**config.mk**
```make
export PLATFORM = sky130hd
export DESIGN_NAME = engine_run_sequencer
export DESIGN_NICKNAME = d
export VERILOG_FILES = /design/src/rtl/engine_run_sequencer.sv
export SDC_FILE = /design/constraint.sdc
export NUM_CORES = 1
export LEC_CHECK = 0
export ABC_AREA = 1
export CAP_MARGIN = 20
export CORE_ASPECT_RATIO = 1.1
export CORE_UTILIZATION = 38
export DETAILED_ROUTE_END_ITERATION = 8
export PLACE_DENSITY = 0.75
export SYNTH_ARGS = -nofsm -noshare
export SYNTH_HDL_FRONTEND = slang
export SYNTH_SLANG_ARGS = --single-unit
```
**constraint.sdc**
```tcl
create_clock -name clk -period 1.6 [get_ports clk]
set_input_delay 0.32 -clock clk [delete_from_list [all_inputs] [get_ports clk]]
set_output_delay 0.32 -clock clk [all_outputs]
set_load 0.01 [all_outputs]
```
**src/rtl/engine_run_sequencer.sv**
```systemverilog
// engine_run_sequencer: run-level controller for the single-engine action.
// Accepts one run command at a time, pulses the read and/or write engine start,
// collects done pulses and error codes, counts run cycles and reports completion.
// Optional watchdog is compiled in when the macro ENGINE_WATCHDOG_EN is defined.
module engine_run_sequencer #(
    parameter int unsigned CNT_WIDTH = 32
) (
    input  logic                 clk,
    input  logic                 resetn,
    input  logic                 cmd_start,
    input  logic [1:0]           cmd_mode,
    input  logic [31:0]          rd_number,
    input  logic [31:0]          wr_number,
    input  logic [CNT_WIDTH-1:0] timeout_cycles,
    input  logic                 rd_done_pulse,
    input  logic [1:0]           rd_error,
    input  logic                 wr_done_pulse,
    input  logic [1:0]           wr_error,
    output logic                 rd_start_pulse,
    output logic                 wr_start_pulse,
    output logic                 busy,
    output logic                 run_done_pulse,
    output logic [7:0]           run_status,
    output logic [CNT_WIDTH-1:0] run_cycles
);

    typedef enum logic [2:0] {
        StIdle,
        StRdRun,
        StWrRun,
        StBothRun,
        StFinish
    } state_e;

    state_e               state_q, state_d;
    logic                 rw_mode_q, rw_mode_d;   // mode 11: write follows read
    logic                 wr_zero_q, wr_zero_d;   // latched write number was 0
    logic                 rd_seen_q, rd_seen_d;
    logic                 wr_seen_q, wr_seen_d;
    logic                 rd_start_q, rd_start_d;
    logic                 wr_start_q, wr_start_d;
    logic [5:0]           status_q, status_d;
    logic [CNT_WIDTH-1:0] cnt_q, cnt_d;
    logic [CNT_WIDTH-1:0] cnt_inc;
    logic                 run_state;

`ifdef ENGINE_WATCHDOG_EN
    logic [CNT_WIDTH-1:0] limit_q, limit_d;
`else
    logic                 unused_timeout;
    assign unused_timeout = ^timeout_cycles;
`endif

    assign cnt_inc   = (cnt_q == '1) ? cnt_q : cnt_q + CNT_WIDTH'(1);
    assign run_state = (state_q == StRdRun) || (state_q == StWrRun) || (state_q == StBothRun);

    // Next-state, run bookkeeping and status accumulation
    always_comb begin
        state_d    = state_q;
        rw_mode_d  = rw_mode_q;
        wr_zero_d  = wr_zero_q;
        rd_seen_d  = rd_seen_q;
        wr_seen_d  = wr_seen_q;
        rd_start_d = 1'b0;
        wr_start_d = 1'b0;
        status_d   = status_q;
        cnt_d      = cnt_q;
`ifdef ENGINE_WATCHDOG_EN
        limit_d    = limit_q;
`endif

        if (run_state) begin
            cnt_d = cnt_inc;
            if (rd_done_pulse) status_d[1:0] = status_q[1:0] | rd_error;
            if (wr_done_pulse) status_d[3:2] = status_q[3:2] | wr_error;
        end

        unique case (state_q)
            StIdle: begin
                if (cmd_start) begin
                    rw_mode_d = (cmd_mode == 2'b11);
                    wr_zero_d = (wr_number == '0);
                    status_d  = '0;
                    cnt_d     = '0;
`ifdef ENGINE_WATCHDOG_EN
                    limit_d   = timeout_cycles;
`endif
                    // A zero-length engine is never started and counts as already done
                    rd_seen_d = (rd_number == '0);
                    wr_seen_d = (wr_number == '0);
                    unique case (cmd_mode)
                        2'b00, 2'b11: begin
                            state_d    = StRdRun;
                            rd_start_d = (rd_number != '0);
                        end
                        2'b01: begin
                            state_d    = StWrRun;
                            wr_start_d = (wr_number != '0);
                        end
                        default: begin
                            state_d    = StBothRun;
                            rd_start_d = (rd_number != '0);
                            wr_start_d = (wr_number != '0);
                        end
                    endcase
                end
            end
            StRdRun: begin
                if (rd_seen_q || rd_done_pulse) begin
                    if (rw_mode_q && !wr_zero_q) begin
                        state_d    = StWrRun;
                        wr_start_d = 1'b1;
                        wr_seen_d  = 1'b0;
                    end else begin
                        state_d = StFinish;
                    end
                end
            end
            StWrRun: begin
                if (wr_seen_q || wr_done_pulse) state_d = StFinish;
            end
            StBothRun: begin
                rd_seen_d = rd_seen_q | rd_done_pulse;
                wr_seen_d = wr_seen_q | wr_done_pulse;
                if (rd_seen_d && wr_seen_d) state_d = StFinish;
            end
            StFinish: begin
                state_d = StIdle;
            end
            default: begin
                state_d = StIdle;
            end
        endcase

`ifdef ENGINE_WATCHDOG_EN
        // Timeout in the run cycle whose count reaches the limit; engines keep going
        if (run_state && (limit_q != '0) && (cnt_inc == limit_q)) begin
            status_d[4] = 1'b1;
            state_d     = StFinish;
            wr_start_d  = 1'b0;
        end
`endif

        if (cmd_start && (state_q != StIdle)) status_d[5] = 1'b1;
    end

    // State and datapath registers
    always_ff @(posedge clk or negedge resetn) begin
        if (!resetn) begin
            state_q    <= StIdle;
            rw_mode_q  <= 1'b0;
            wr_zero_q  <= 1'b0;
            rd_seen_q  <= 1'b0;
            wr_seen_q  <= 1'b0;
            rd_start_q <= 1'b0;
            wr_start_q <= 1'b0;
            status_q   <= '0;
            cnt_q      <= '0;
        end else begin
            state_q    <= state_d;
            rw_mode_q  <= rw_mode_d;
            wr_zero_q  <= wr_zero_d;
            rd_seen_q  <= rd_seen_d;
            wr_seen_q  <= wr_seen_d;
            rd_start_q <= rd_start_d;
            wr_start_q <= wr_start_d;
            status_q   <= status_d;
            cnt_q      <= cnt_d;
        end
    end

`ifdef ENGINE_WATCHDOG_EN
    // Watchdog limit latched on command accept
    always_ff @(posedge clk or negedge resetn) begin
        if (!resetn) limit_q <= '0;
        else         limit_q <= limit_d;
    end
`endif

    assign rd_start_pulse = rd_start_q;
    assign wr_start_pulse = wr_start_q;
    assign busy           = (state_q != StIdle);
    assign run_done_pulse = (state_q == StFinish);
    assign run_status     = {2'b00, status_q};
    assign run_cycles     = cnt_q;

endmodule

```
## Word-level counts from Yosys, hierarchy flattened

Cells that the tools add are included.
W data, S select, Z words.

- Register bits after elaboration: 46
- Input port bits: 107
- Output and inout port bits: 44

- Add/subtract/negate cells: 1
- Eq/ne operators: 12
- Muxes and demuxes: 31
- Bitwise gates (word level): 4
- Reduce and logical (&&, ||, !) cells: 25

Operators with widths:

| operator | count |
|---|---|
| $mux W32 | 4 |
| $logic_not A32 Y1 | 2 |
| $reduce_bool A32 Y1 | 2 |
| $add A32 B1 Y32 const B | 1 |
| $eq A32 B32 Y1 const B | 1 |
| $mux W3 | 5 |
| $mux W1 | 12 |
| $mux W6 | 2 |
| $pmux W3 S4 | 1 |
| $ne A2 B1 Y1 const B | 4 |
| $reduce_and A4 Y1 | 2 |
| $eq A3 B2 Y1 const B | 2 |
| $reduce_and A2 Y1 | 3 |
| $reduce_bool A2 Y1 | 3 |
| $reduce_bool A3 Y1 | 2 |
| $logic_or A1 B1 Y1 | 4 |
| $mux W2 | 2 |
| $mux W4 | 1 |
| $or A2 B2 Y2 | 2 |
| $pmux W1 S2 | 2 |
| $pmux W2 S2 | 1 |
| $eq A3 B1 Y1 const B | 1 |
| $eq A3 B3 Y1 const B | 1 |
| $logic_and A1 B1 Y1 | 3 |
| 9 further kinds | 10 |

## Logic depth before layout (Yosys ltp)

Gate-level depths: netlist of the first run.

- Depth after elaboration: 7
- Mapped depth: 11

## Worst setup path after synthesis of the first run

Ideal clock, no wire load.

- Path type: reg2reg
- Start: register cnt_q[1] (netlist: run_cycles[1])
- End: register cnt_q[9] (netlist: run_cycles[9])
- Data arrival time: 1.554 ns
- Slack: -0.073 ns
- Cell stages (with the launch flop): 11
- Path buffers: 2
- Clock period less this slack: 1.673 ns
- Cells stage by stage: dfrtp_1 ha_1 inv_1 nor2_4 nand2_2 nor2_4 nand3_2 buf_6 buf_6 a21oi_1 nor2_1

- Word-level cells in the longest chain between the ends: 5
- Elaborated cells between the ends (all ways): 6
- Those cells by class: add/sub (1); eq/ne (1); mux (4)

RTL lines:

| what | RTL line | source |
|---|---|---|
| start, declared | 43 | `logic [CNT_WIDTH-1:0] cnt_q, cnt_d;` |
| start signal, assigned | 168 | `cnt_q <= cnt_d;` |
| $add A32 B1 Y32 or $eq A32 B32 Y1 (tied branches) | 54 | `assign cnt_inc = (cnt_q == '1) ? cnt_q : cnt_q + CNT_WIDTH'(1);` |
| $mux W32 * | 54 |  |
| $mux W32 * | 72 | `if (run_state) begin` |
| $mux W32 | 80 | `if (cmd_start) begin` |
| $mux W32 * | 78 | `unique case (state_q)` |
| net cnt_d[9] | 43 |  |

The timed path passes the listed nets; every way through them passes the cells marked *.
A chain may end at the register's enable or synchronous reset.

## Final worst setup path of the first run

- Start: register cnt_q[6] (netlist: run_cycles[6])
- End: register cnt_q[15] (netlist: run_cycles[15])

The elaborated chain is that of the path after synthesis.

==> results of run 1 <==
[timing repair]
action | 4_1_cts | 5_1_grt
hold buffers | 0 | 1
pin swaps | 6 | 12
hold endpoints to repair | 0 | 6
buffers inserted | 15 | 6
setup endpoints to repair | 61 | 39
gates cloned | 6 | 1
gates resized for setup | 73 | 47
[cells by family (layout without fill, tap and decap cells)]
logic type	count (synthesis)	in the layout	share of synthesized area (%)
and+or+nand+nor	364	364	46.7
buffers and inverters	75	271	9.99
DFF	46	46	35.9
AOI/OAI and AO/OA	28	28	4.96
adders and majority gates	4	4	1.56
xor gates and xnor gates	3	3	0.820
other	1	3	0.117
[report_power, final]
part / internal [mW] / switching [mW]
logic: 1.04 / 1.15
registers: 1.37 / 0.143
clock network: 0.467 / 0.420
[state kept, by name (all words and copies together) (netlist names)]
name and count:
run_cycles 32, status_q 5, state_q 3, rd_seen_q 1, rd_start_pulse 1, rw_mode_q 1
wr_seen_q 1, wr_start_pulse 1, wr_zero_q 1
[worst min-delay path, delay by kind of cell (launching register included)]
family,cells,cell delay [ns]
flops,1,0.35
simple gates,2,0.10
[worst max path at each step]
stage	cells past startpoint	startpoint	slack (ns)	endpoint
4_1_cts	12	run_cycles[0]	-0.10	run_cycles[18]
2_1_floorplan	10	run_cycles[0]	-0.006	run_cycles[9]
6_report	10	run_cycles[6]	-0.28	run_cycles[15]
3_5_place_dp	10	run_cycles[14]	-0.15	run_cycles[19]
3_3_place_gp	10	run_cycles[13]	-0.10	run_cycles[17]
5_1_grt	10	run_cycles[6]	-0.40	run_cycles[15]
[cells in the final DEF, fill, tap and decap left out, types with 2 or more instances in the layout]
cell and count:
dfrtp_1 43, ha_1 3, nand3_1 19, o21ai_1 2, a21oi_2 4, nand2_4 3, inv_1 58, buf_6 2
dfrtp_2 3, nand4_1 7, nand3_2 11, nand2_2 14, nor2_1 124, clkdlybuf4s50_1 82, clkbuf_8 5, dlygate4sd2_1 26
nor3_1 4, nor2_4 11, a21oi_1 8, clkbuf_2 2, conb_1 3, buf_16 6, buf_12 5, buf_4 69
o21ai_0 4, xnor2_1 2, nand2_1 149, dlymetal6s2s_1 4, a22oi_1 2, a31oi_1 4, nor2_2 17, inv_2 4
[routing by layer]
| metal | track usage [%] | up-vias |
|---|---|---|
| met3 | 6.09 | 76 |
| li1 | - | 1983 |
| met4 | 15.1 | 0 |
| met2 | 46.9 | 233 |
| met5 | 0 | - |
| met1 | 29.8 | 1904 |
[final cells by class]
cell class                      count  area (µm²)  share of cell area (%)
Sequential cell                    46        1150                    20.7
Clock inverter                      2        37.5                   0.673
Timing Repair Buffer              200        1970                    35.3
Multi-Input combinational cell    402        1970                    35.3
Clock buffer                        6        72.6                    1.30
Tap cell                          108         135                    2.42
Inverter                           63         241                    4.33
==> results.toml, run 1 <==
[routing]
vias_per_cell = 5.07
route.top_layer_used = "met4"
dr_wl_met2_mm = 5.74
first_iter_violations = 273
postRouteAntennaNets = 0
wl_met3_um = 996
drc = 0
met1_length_mm = 4.05
wl_per_cell_um = 14.0
drt-total-wl_mm = 11.5
dr.pass1.iters = 5
vias = 4196

[placement]
numPortBuffers = 115
dpl.cell_count = 790
dpl_worst_slack_ns = -0.145
place.gp.congestion = 0.856
hpwlAfterDp_mm = 7.38
place_area_um2 = 4870

[global_route]
antenna_found_initial = 0
grt_max_degree = 47
grt_pass1_vias = 4189
grt_overflow = 0
gr-usage-all-layers_pct = 27.1
grt_pass1_wl_mm = 18.5

[timing]
fin_crit_ns = 1.88
max_freq_mhz = 531
fin_crit_sh_pct = 118
finClkSkew_ns = 0.00365
tns_ns = -2.99
finalMaxSlewViolations = 0
rsz0062_at_grt = "yes"
setup_ws_ns = -0.282
hold_ws_ns = 0.488
finalHoldViolCount = 0
setup-violations-final = 25

[layout]
layout.nets = 829
synthToLayoutAreaGrowth_pct = 73.9
layout-drive-gt1-share_pct = 23.1
num_antenna_cells = 0
design_area_um2 = 5580
finish.utilization_pct = 69.4
n_fill_cell = 609
final_cells = 827

[power]
ir_worst_vdd_mv = 0.598
p_per_area_nw_per_um2 = 822
p_leak_nw = 2.76
finalPower_mw = 4.58

[clock_network]
clk_pin_slew_worst_paths_ns = 0.09
cts_root_buf = "clkbuf_8"
cts_tree = "yes"
cts_buffers = 5
ctsLongestPathBuffers = 2
htreeDepth = 2
insertion_delay_ns = 0.30
cts.sinks = 46

[synthesis]
synth_ff_type = "dfrtp_1"
yosysTopAreaCell = "dfrtp_1"
yosys-top-cells-area = "dfrtp_1 (36%), nand2_1 (19%), nor2_1 (17%)"
postSynth.asyncResetShare_pct = 100
ys_types = 31
synth_area_per_cell_um2 = 6.16
synth-seq-cells = 46
synth_top_area_share_pct = 35.9
ys_seq_area_share_pct = 35.9
synth_edf_count = 0
syn_inst = 521
ys.warnings.count = 0
syn_area_um2 = 3210
yosysMostFrequentCell = "nand2_1"
ys_top_cells_by_count = "nand2_1 (165), nor2_1 (148), inv_1 (62)"

[die]
die_y_um = 98.3
die_area_um2 = 8810
die_w_um = 89.6
std_cell_rows = 34
pin_count = 151
core-area_um2 = 8040
start_util_pct = 39.9

[setup_path]
cp-start-kind = "register"
crit_fanout = 5
cp_top_family = "simple AND/OR/NAND/NOR gates"
path_buf_inv = 2
r2r_slack_ns = -0.28
r2r-start = "run_cycles[6]"
reg2reg_depth = 10
critical_path.cell_chain = "nand2_1 -> nor2_4 -> nand2_2 -> nor2_4 -> nand3_4 -> buf_8 -> buf_16 -> nand4_1 -> nand2_1 -> nor2_1"
cp_data_required_time_ns = 1.82
cp_slowest_stage_delay_ns = 0.43
rr_endpoint = "run_cycles[15]"
critPathKind = "reg -> reg"
slowest_stage = "dfrtp_1"
arrival_ns = 2.10
crit_path_end_kind = "register"

[outcome]
failed_checks = "negative setup slack"
outcome = "finished with violations"

[min_path]
whs_path_depth = 2
min_path_type = "reg -> reg"
hp-start = "wr_seen_q"
min_to = "wr_seen_q"

[flow_run]
maxCapViolations = 0
No activity file was read; power rests on OpenSTA's default activity.
==> inputs of run 2 (changes only) <==
--- a/config.mk
+++ b/config.mk
@@ -9,6 +9,7 @@
 export CAP_MARGIN = 20
 export CORE_ASPECT_RATIO = 1.1
 export CORE_UTILIZATION = 38
+export CTS_CLUSTER_DIAMETER = 80
 export DETAILED_ROUTE_END_ITERATION = 8
 export PLACE_DENSITY = 0.75
 export SYNTH_ARGS = -nofsm -noshare
==> results of run 2 <==
The final DEF is identical to that of run 1; final timing and power are the same.
